<file path="src/rtl/add_accumulator_4bit_pkg.sv">
// Shared constants for the 4-bit add accumulator and its arithmetic blocks.
//   OpWidth : operand width in bits
//   AccWidth: accumulator/result width (two nibbles)
//   state_e : FSM state encoding
package add_accumulator_4bit_pkg;

    localparam int unsigned OpWidth  = 4;
    localparam int unsigned AccWidth = 2 * OpWidth;

    typedef enum logic [1:0] {
        StIdle  = 2'b00,
        StAccum = 2'b01,
        StHold  = 2'b10
    } state_e;

endpackage

</file>
<file path="src/rtl/ripple_carry_adder_4bit.sv">
// Ripple-carry adder, OpWidth bits wide, built from full-adder cells.
// Ports:
//   a_i, b_i : addends
//   c0_i     : carry in
//   sum_o    : sum bits
//   c4_o     : carry out of the most significant cell
module ripple_carry_adder_4bit
    import add_accumulator_4bit_pkg::*;
(
    input  logic [OpWidth-1:0] a_i,
    input  logic [OpWidth-1:0] b_i,
    input  logic               c0_i,
    output logic [OpWidth-1:0] sum_o,
    output logic               c4_o
);

    logic [OpWidth:0] carry;

    assign carry[0] = c0_i;

    for (genvar i = 0; i < OpWidth; i++) begin : g_fa
        assign sum_o[i]     = a_i[i] ^ b_i[i] ^ carry[i];
        assign carry[i + 1] = (a_i[i] & b_i[i]) | (carry[i] & (a_i[i] ^ b_i[i]));
    end

    assign c4_o = carry[OpWidth];

endmodule

</file>
<file path="src/rtl/add_accumulator_4bit.sv">
// Accumulates `count` unsigned 4-bit operands into an 8-bit total.
// The low nibble is summed by a ripple-carry adder; its carry-out
// increments the high nibble.
// Ports:
//   clock, reset         : rising-edge clock, async active-high reset
//   start, count         : begin accumulation of `count` operands (IDLE only)
//   in_valid/in_ready    : operand handshake, in_data is the operand
//   out_valid/out_ready  : result handshake, result is the total
//   busy                 : high whenever not IDLE
module add_accumulator_4bit
    import add_accumulator_4bit_pkg::*;
(
    input  logic                clock,
    input  logic                reset,
    input  logic                start,
    input  logic [OpWidth-1:0]  count,
    input  logic                in_valid,
    output logic                in_ready,
    input  logic [OpWidth-1:0]  in_data,
    output logic                out_valid,
    input  logic                out_ready,
    output logic [AccWidth-1:0] result,
    output logic                busy
);

    state_e               state_q;
    logic [AccWidth-1:0]  acc_q;
    logic [OpWidth-1:0]   remaining_q;

    logic [OpWidth-1:0]   lo_sum;
    logic                 lo_carry;

    ripple_carry_adder_4bit u_adder (
        .a_i   (acc_q[OpWidth-1:0]),
        .b_i   (in_data),
        .c0_i  (1'b0),
        .sum_o (lo_sum),
        .c4_o  (lo_carry)
    );

    always_ff @(posedge clock or posedge reset) begin
        if (reset) begin
            state_q     <= StIdle;
            acc_q       <= '0;
            remaining_q <= '0;
        end else begin
            unique case (state_q)
                StIdle: begin
                    if (start) begin
                        acc_q <= '0;
                        if (count != '0) begin
                            remaining_q <= count;
                            state_q     <= StAccum;
                        end else begin
                            state_q <= StHold;
                        end
                    end
                end
                StAccum: begin
                    // in_ready is high throughout ACCUM, so in_valid alone marks a beat.
                    if (in_valid) begin
                        acc_q[OpWidth-1:0]        <= lo_sum;
                        acc_q[AccWidth-1:OpWidth] <= acc_q[AccWidth-1:OpWidth]
                                                     + {{(OpWidth-1){1'b0}}, lo_carry};
                        remaining_q               <= remaining_q - 1'b1;
                        if (remaining_q == OpWidth'(1)) begin
                            state_q <= StHold;
                        end
                    end
                end
                StHold: begin
                    if (out_ready) begin
                        state_q <= StIdle;
                    end
                end
                default: state_q <= StIdle;
            endcase
        end
    end

    // Outputs decode the state register only; no input reaches an output combinationally.
    assign in_ready  = (state_q == StAccum);
    assign out_valid = (state_q == StHold);
    assign busy      = (state_q != StIdle);
    assign result    = acc_q;

endmodule

</file>
<file path="config.mk">
export PLATFORM = sky130hd
export DESIGN_NAME = add_accumulator_4bit
export DESIGN_NICKNAME = d
export VERILOG_FILES = /design/src/rtl/add_accumulator_4bit_pkg.sv /design/src/rtl/ripple_carry_adder_4bit.sv /design/src/rtl/add_accumulator_4bit.sv
export SDC_FILE = /design/constraint.sdc
export NUM_CORES = 1
export LEC_CHECK = 0
export BUFFER_PORTS_ARGS = -buffer_cell sky130_fd_sc_hd__clkbuf_2
export CAP_MARGIN = 20
export CORE_MARGIN = 3
export CORE_UTILIZATION = 50
export CTS_CLUSTER_SIZE = 30
export DETAILED_ROUTE_END_ITERATION = 8
export GPL_TIMING_DRIVEN = 0
export PLACE_DENSITY = 0.84
export SKIP_LAST_GASP = 1
export SLEW_MARGIN = 20
export SYNTH_ARGS = -nofsm -noshare
export SYNTH_HDL_FRONTEND = slang
export SYNTH_SLANG_ARGS = --single-unit
export TNS_END_PERCENT = 100
</file>
<file path="constraint.sdc">
create_clock -name clock -period 4.2 [get_ports clock]
set_input_delay 0.84 -clock clock [delete_from_list [all_inputs] [get_ports clock]]
set_output_delay 0.84 -clock clock [all_outputs]
set_load 0.05 [all_outputs]
</file>
==> Word-level counts from Yosys, hierarchy flattened <==
Index checks and enable logic that the tools add are counted.
{ "op_classes": {"bitwise_logic": 17, "add_sub_neg": 2, "reduce_logical": 7, "n_mux": 13, "n_eq_ne": 8} }
{ "op_table": {"columns": ["operator", "n"], "rows": [
  ["8-bit 2-to-1 mux", 2],
  ["8-bit case mux with 2 select lines", 1],
  ["4-bit 2-to-1 mux", 3],
  ["2-bit 2-to-1 mux", 5],
  ["4-bit case mux with 2 select lines", 1],
  ["4-bit AND reduction", 2],
  ["1-bit bitwise AND", 7],
  ["1-bit bitwise XOR", 7],
  ["2-bit != test (second input constant)", 3],
  ["2-bit case mux with 3 select lines", 1],
  ["4-bit by 1-bit adder with 4-bit output", 1],
  ["4-bit by 1-bit == test with 1-bit output (second input constant)", 1],
  ["2-bit by 1-bit != test with 1-bit output (second input constant)", 2],
  ["2-bit nonzero test", 2],
  ["4-bit nonzero test", 1],
  ["4-bit by 1-bit subtractor with 4-bit output (second input constant)", 1],
  ["1-bit bitwise OR", 3],
  ["3-bit AND reduction", 1],
  ["2-bit by 1-bit == test with 1-bit output (second input constant)", 1],
  ["2-bit == test (second input constant)", 1],
  ["2-bit zero test", 1]
]} }
{ "totals": {"input_bits": 13, "word_cells": 50, "register_bits": 14} }

==> Longest topological paths before layout <==
{ "depth": {"ltp_word": 10, "depth_mapped": 11} }

==> Cells and area by module <==
Synthesis repeated with hierarchy kept, for this count alone.
{ "unflattened": {"hier_cells": 84, "hier_area_um2": 884.6} }
{ "modules_own_cells": {"columns": ["module", "cells_per_inst", "area_per_inst_um2", "seq_area_each_um2", "instances"], "rows": [
  ["add_accumulator_4bit", 70, 767.0, 350.3, 1],
  ["ripple_carry_adder_4bit", 14, 117.6, 0.0, 1]
]} }

==> Least setup slack after synthesis <==
OpenSTA, ideal clock, no wires.
{ "synth_path": {"path_type": "in2reg", "start": "input in_data[0]", "end": "register acc_q[6], in the netlist result[6]", "setup_ns": 0.077, "arrival_ns": 2.747, "required_ns": 4.123, "stages": 11, "path_slack_ns": 1.376, "path_cell_list": "ha_1 inv_1 fa_1 fa_1 inv_1 fa_1 ha_1 ha_1 inv_1 or3_1 a21oi_1"} }
{ "synth_between": {"elab_chain_cells": 10} }
{ "synth_rtl": {"columns": ["element", "line_no", "text"], "rows": [
  ["start: declaration", "add_accumulator_4bit.sv:19", "input logic [OpWidth-1:0] in_data,"],
  ["1-bit bitwise AND (2 in a row)", "ripple_carry_adder_4bit.sv:23", "assign carry[i + 1] = (a_i[i] & b_i[i]) | (carry[i] & (a_i[i] ^ b_i[i]));"],
  ["1-bit bitwise OR", "ripple_carry_adder_4bit.sv:23", null],
  ["1-bit bitwise AND", "ripple_carry_adder_4bit.sv:23", null],
  ["1-bit bitwise OR", "ripple_carry_adder_4bit.sv:23", null],
  ["1-bit bitwise AND", "ripple_carry_adder_4bit.sv:23", null],
  ["1-bit bitwise OR", "ripple_carry_adder_4bit.sv:23", null],
  ["4-bit by 1-bit adder with 4-bit output", "add_accumulator_4bit.sv:64", "+ {{(OpWidth-1){1'b0}}, lo_carry};"],
  ["8-bit 2-to-1 mux", "add_accumulator_4bit.sv:61", "if (in_valid) begin"],
  ["8-bit case mux with 2 select lines", "add_accumulator_4bit.sv:47", "unique case (state_q)"],
  ["end signal: indexed assignment", "add_accumulator_4bit.sv:62", "acc_q[OpWidth-1:0] <= lo_sum;"],
  ["end signal: indexed assignment", "add_accumulator_4bit.sv:63", "acc_q[AccWidth-1:OpWidth] <= acc_q[AccWidth-1:OpWidth]"],
  ["end: declaration", "add_accumulator_4bit.sv:27", "logic [AccWidth-1:0] acc_q;"]
]} }
Every way passes these cells. The select of a mux whose other input is x is not followed.
A chain may end at the register's enable or synchronous reset.

==> Worst setup path in the final report <==
Same ends and word-level chain as after synthesis.

==> metrics <==
run status finished clean; vias after detailed routing between 700 and 800; H-tree levels 1; critical-path maximum fanout 2; total congestion overflow after global routing 0; final period demand of the worst path 2750 ps; share of layout cells above drive strength 1 between 30% and 40%; Detailed Routing Iterations Pass 1 4; overall routing resource usage 16.5%; global-route wire length before repair 3.08 mm; CORE AREA ~0.0016 mm^2; site row count 14; via count of the first global-routing pass 726; most frequent cells in the layout sky130_fd_sc_hd__clkbuf_2 (23), sky130_fd_sc_hd__dfrtp_1 (14), sky130_fd_sc_hd__inv_1 (13), sky130_fd_sc_hd__a21oi_1 (6), sky130_fd_sc_hd__ha_1 (5); average size of a mapped cell 10.6 um^2; setup repair after global routing missed its margin no; start point of the worst min-delay path result[2]; Power Internal approximately 0.00038 W; part of the Yosys area used for sequential elements 38.3%; crit path setup slack, layout between 1000 and 1500 ps; routed wirelength normalized by instance count approximately 13 um; predominant post-synthesis flop cell sky130_fd_sc_hd__dfrtp_1; Final #Nets 135; residual antenna-violating net count after detailed routing 0; endpoint of the worst register-to-register path result[6]; antenna diode instance count 0; max-slew headroom at the worst pin 62.2%; Die X-Extent roughly 49 um; TritonCTS clock tree yes; distinct cell type count of the synthesized netlist 38; FMAX 364 MHz; Port-buffer cells 23; setup TNS after final layout 0 ps; Reg-to-Reg Start result[0]; number of synthesized flops with an enable pin 0; required arrival time at the worst endpoint between 4000 and 5000 ps; cell depth of the worst flop-to-flop path 11; async set-or-reset flop fraction in the synthesized netlist 100%; endpoints failing hold 0; Seq pwr share 30.7%; number of buffers added to fix hold violations after cts 0; hold-critical path endpoint result[2]; Post-Synthesis Cells 86; setup fix buffers added after clock tree synthesis 0; worst-case setup slack after placement ~1200 ps; final clock period utilization by the worst path 65.5%; post-synthesis instance area 916 um^2; Tightest Pin Transition 561 ps; area delta synth->final 18.3%; number of max-cap violations 0; number of nets in the synthesized netlist about 110; # DRC 0; switching component of the power 0.000372 W; total power density per cell area slightly below 700 mW/mm^2; Starting Density between 50% and 60%; number of buffers on the longest clock path 2; part of the total power dissipated in the clock network 9.5%; setup violators final 0; post-detail-place hpwl 1.43 mm; Reg clk slew, reported paths 80 ps; post-synthesis sequential element count 14; detailed-route vias per instance approximately 5.6; clock tree sinks 14; switching share of power 49.4%; die span in y 48.8 um; Critical Path AT 2950 ps; Total Die Area 0.00238 mm^2; GPL Wtd Cong 0.870; class of the tightest hold or removal check reg -> reg; VDD IR max 0.000349 V; critical path launch point in_data[0]; cell chosen for the clock root sky130_fd_sc_hd__clkbuf_4; most common cell after layout, fill and taps aside sky130_fd_sc_hd__clkbuf_2; initial antenna violation count 0; initial drt markers 6; post-detailed-routing wire length 1.75 mm; total I/O pin count 24; cts repair resizes 0; final count of pins violating max slew 0; Leakage Power ~0.54 nW; share of total power in combinational logic 59.8%; Post-Route Skew 4.23 ps; worst-skew pair later-pin latency 270 ps; worst hold path stage count 1; largest net degree at the start of global routing 15; number of buffers added by the clock tree synthesis step 3; crit path kind in -> reg; Yosys Warn Count 0; startpoint class of the critical path input pin; Worst Setup End Kind flip-flop; reg-to-reg slack, setup 1710 ps
cell usage after synthesis, types with 2 or more instances:
| cell type | count | area (um^2) |
|---|---|---|
| sky130_fd_sc_hd__a21oi_1 | 6 | 30.0 |
| sky130_fd_sc_hd__a22o_1 | 4 | 35.0 |
| sky130_fd_sc_hd__dfrtp_1 | 14 | 350 |
| sky130_fd_sc_hd__fa_1 | 3 | 60.1 |
| sky130_fd_sc_hd__ha_1 | 5 | 62.6 |
| sky130_fd_sc_hd__inv_1 | 13 | 48.8 |
| sky130_fd_sc_hd__nor2_1 | 2 | 7.51 |
| sky130_fd_sc_hd__nor3b_1 | 2 | 15.0 |
| sky130_fd_sc_hd__nor4_1 | 2 | 12.5 |
| sky130_fd_sc_hd__o21ai_0 | 4 | 20.0 |
| sky130_fd_sc_hd__o22ai_1 | 2 | 12.5 |
| sky130_fd_sc_hd__o2bb2ai_1 | 2 | 17.5 |
| sky130_fd_sc_hd__or3_1 | 2 | 12.5 |
worst max-delay path: stages:
cell and delay [ps]:
sky130_fd_sc_hd__clkbuf_2 80, sky130_fd_sc_hd__ha_1 130, sky130_fd_sc_hd__inv_1 50, sky130_fd_sc_hd__fa_1 390, sky130_fd_sc_hd__fa_1 370, sky130_fd_sc_hd__inv_1 80, sky130_fd_sc_hd__fa_1 160, sky130_fd_sc_hd__ha_1 170
sky130_fd_sc_hd__ha_1 150, sky130_fd_sc_hd__inv_1 40, sky130_fd_sc_hd__or3_1 360, sky130_fd_sc_hd__a21oi_1 150
sequential cells by signal, indices dropped and copies added (netlist names):
| signal | flops |
|---|---|
| remaining_q | 4 |
| state_q | 2 |
| result | 8 |
layout make-up:
type                       instances  area [um^2]
inverter                          14         52.6
timing repair buffer              23          115
multi-input combinational         56          500
sequential                        14          350
tap                               24         30.0
buffer                             2         12.5
clock buffer                       3         22.5
fill                             140          528
worst max path at each step:
| stage | cells after the start | slack, ps | end |
|---|---|---|---|
| after detailed placement | 12 | 1170 | result[6] |
| final | 12 | 1450 | result[6] |
| after global placement | 12 | 1210 | result[6] |
| after global routing | 12 | 1300 | result[6] |
| after CTS | 12 | 1430 | result[6] |
| after floorplan | 11 | 1380 | result[6] |
metal layers:
metal  vias up  global-route usage [%]  wire length, um
met5         -                       0                0
met4         0                    9.00               44
met3         4                    2.45               84
met2        24                    26.5              795
met1       363                    21.3              826
li1        368                       -                -
power groups by stage:
stage          registers, W  logic (W)  clock network (W)
2_1_floorplan      0.000307   0.000283                  0
3_3_place_gp       0.000231   0.000443                  0
3_5_place_dp       0.000234   0.000456                  0
4_1_cts            0.000231   0.000456          0.0000743
5_1_grt            0.000241   0.000495          0.0000783
6_report           0.000231   0.000451          0.0000717
metrics by stage:
| step | hold WS (ps) | util (%) | total power, W | instances | area (um^2) |
|---|---|---|---|---|---|
| after global placement | 492 | 65.8 | 0.000674 | 133 | 1060 |
| after detailed placement | 501 | 65.8 | 0.000690 | 133 | 1060 |
| after floorplan | 509 | - | 0.000590 | 86 | 916 |
| after global routing | 548 | 67.2 | 0.000815 | 136 | 1080 |
| after CTS | 519 | 67.2 | 0.000762 | 136 | 1080 |
| final | 513 | 67.2 | 0.000754 | 136 | 1080 |
kinds of logic after synthesis:
family                     share of synthesized area (%)
muxes                                               2.32
and+or+nand+nor                                     19.9
buffers and inverters                               7.10
adders and majority gates                           13.4
AOI/OAI and AO/OA                                   19.0
DFF                                                 38.3
No activity file was read; power rests on OpenSTA's default activity.
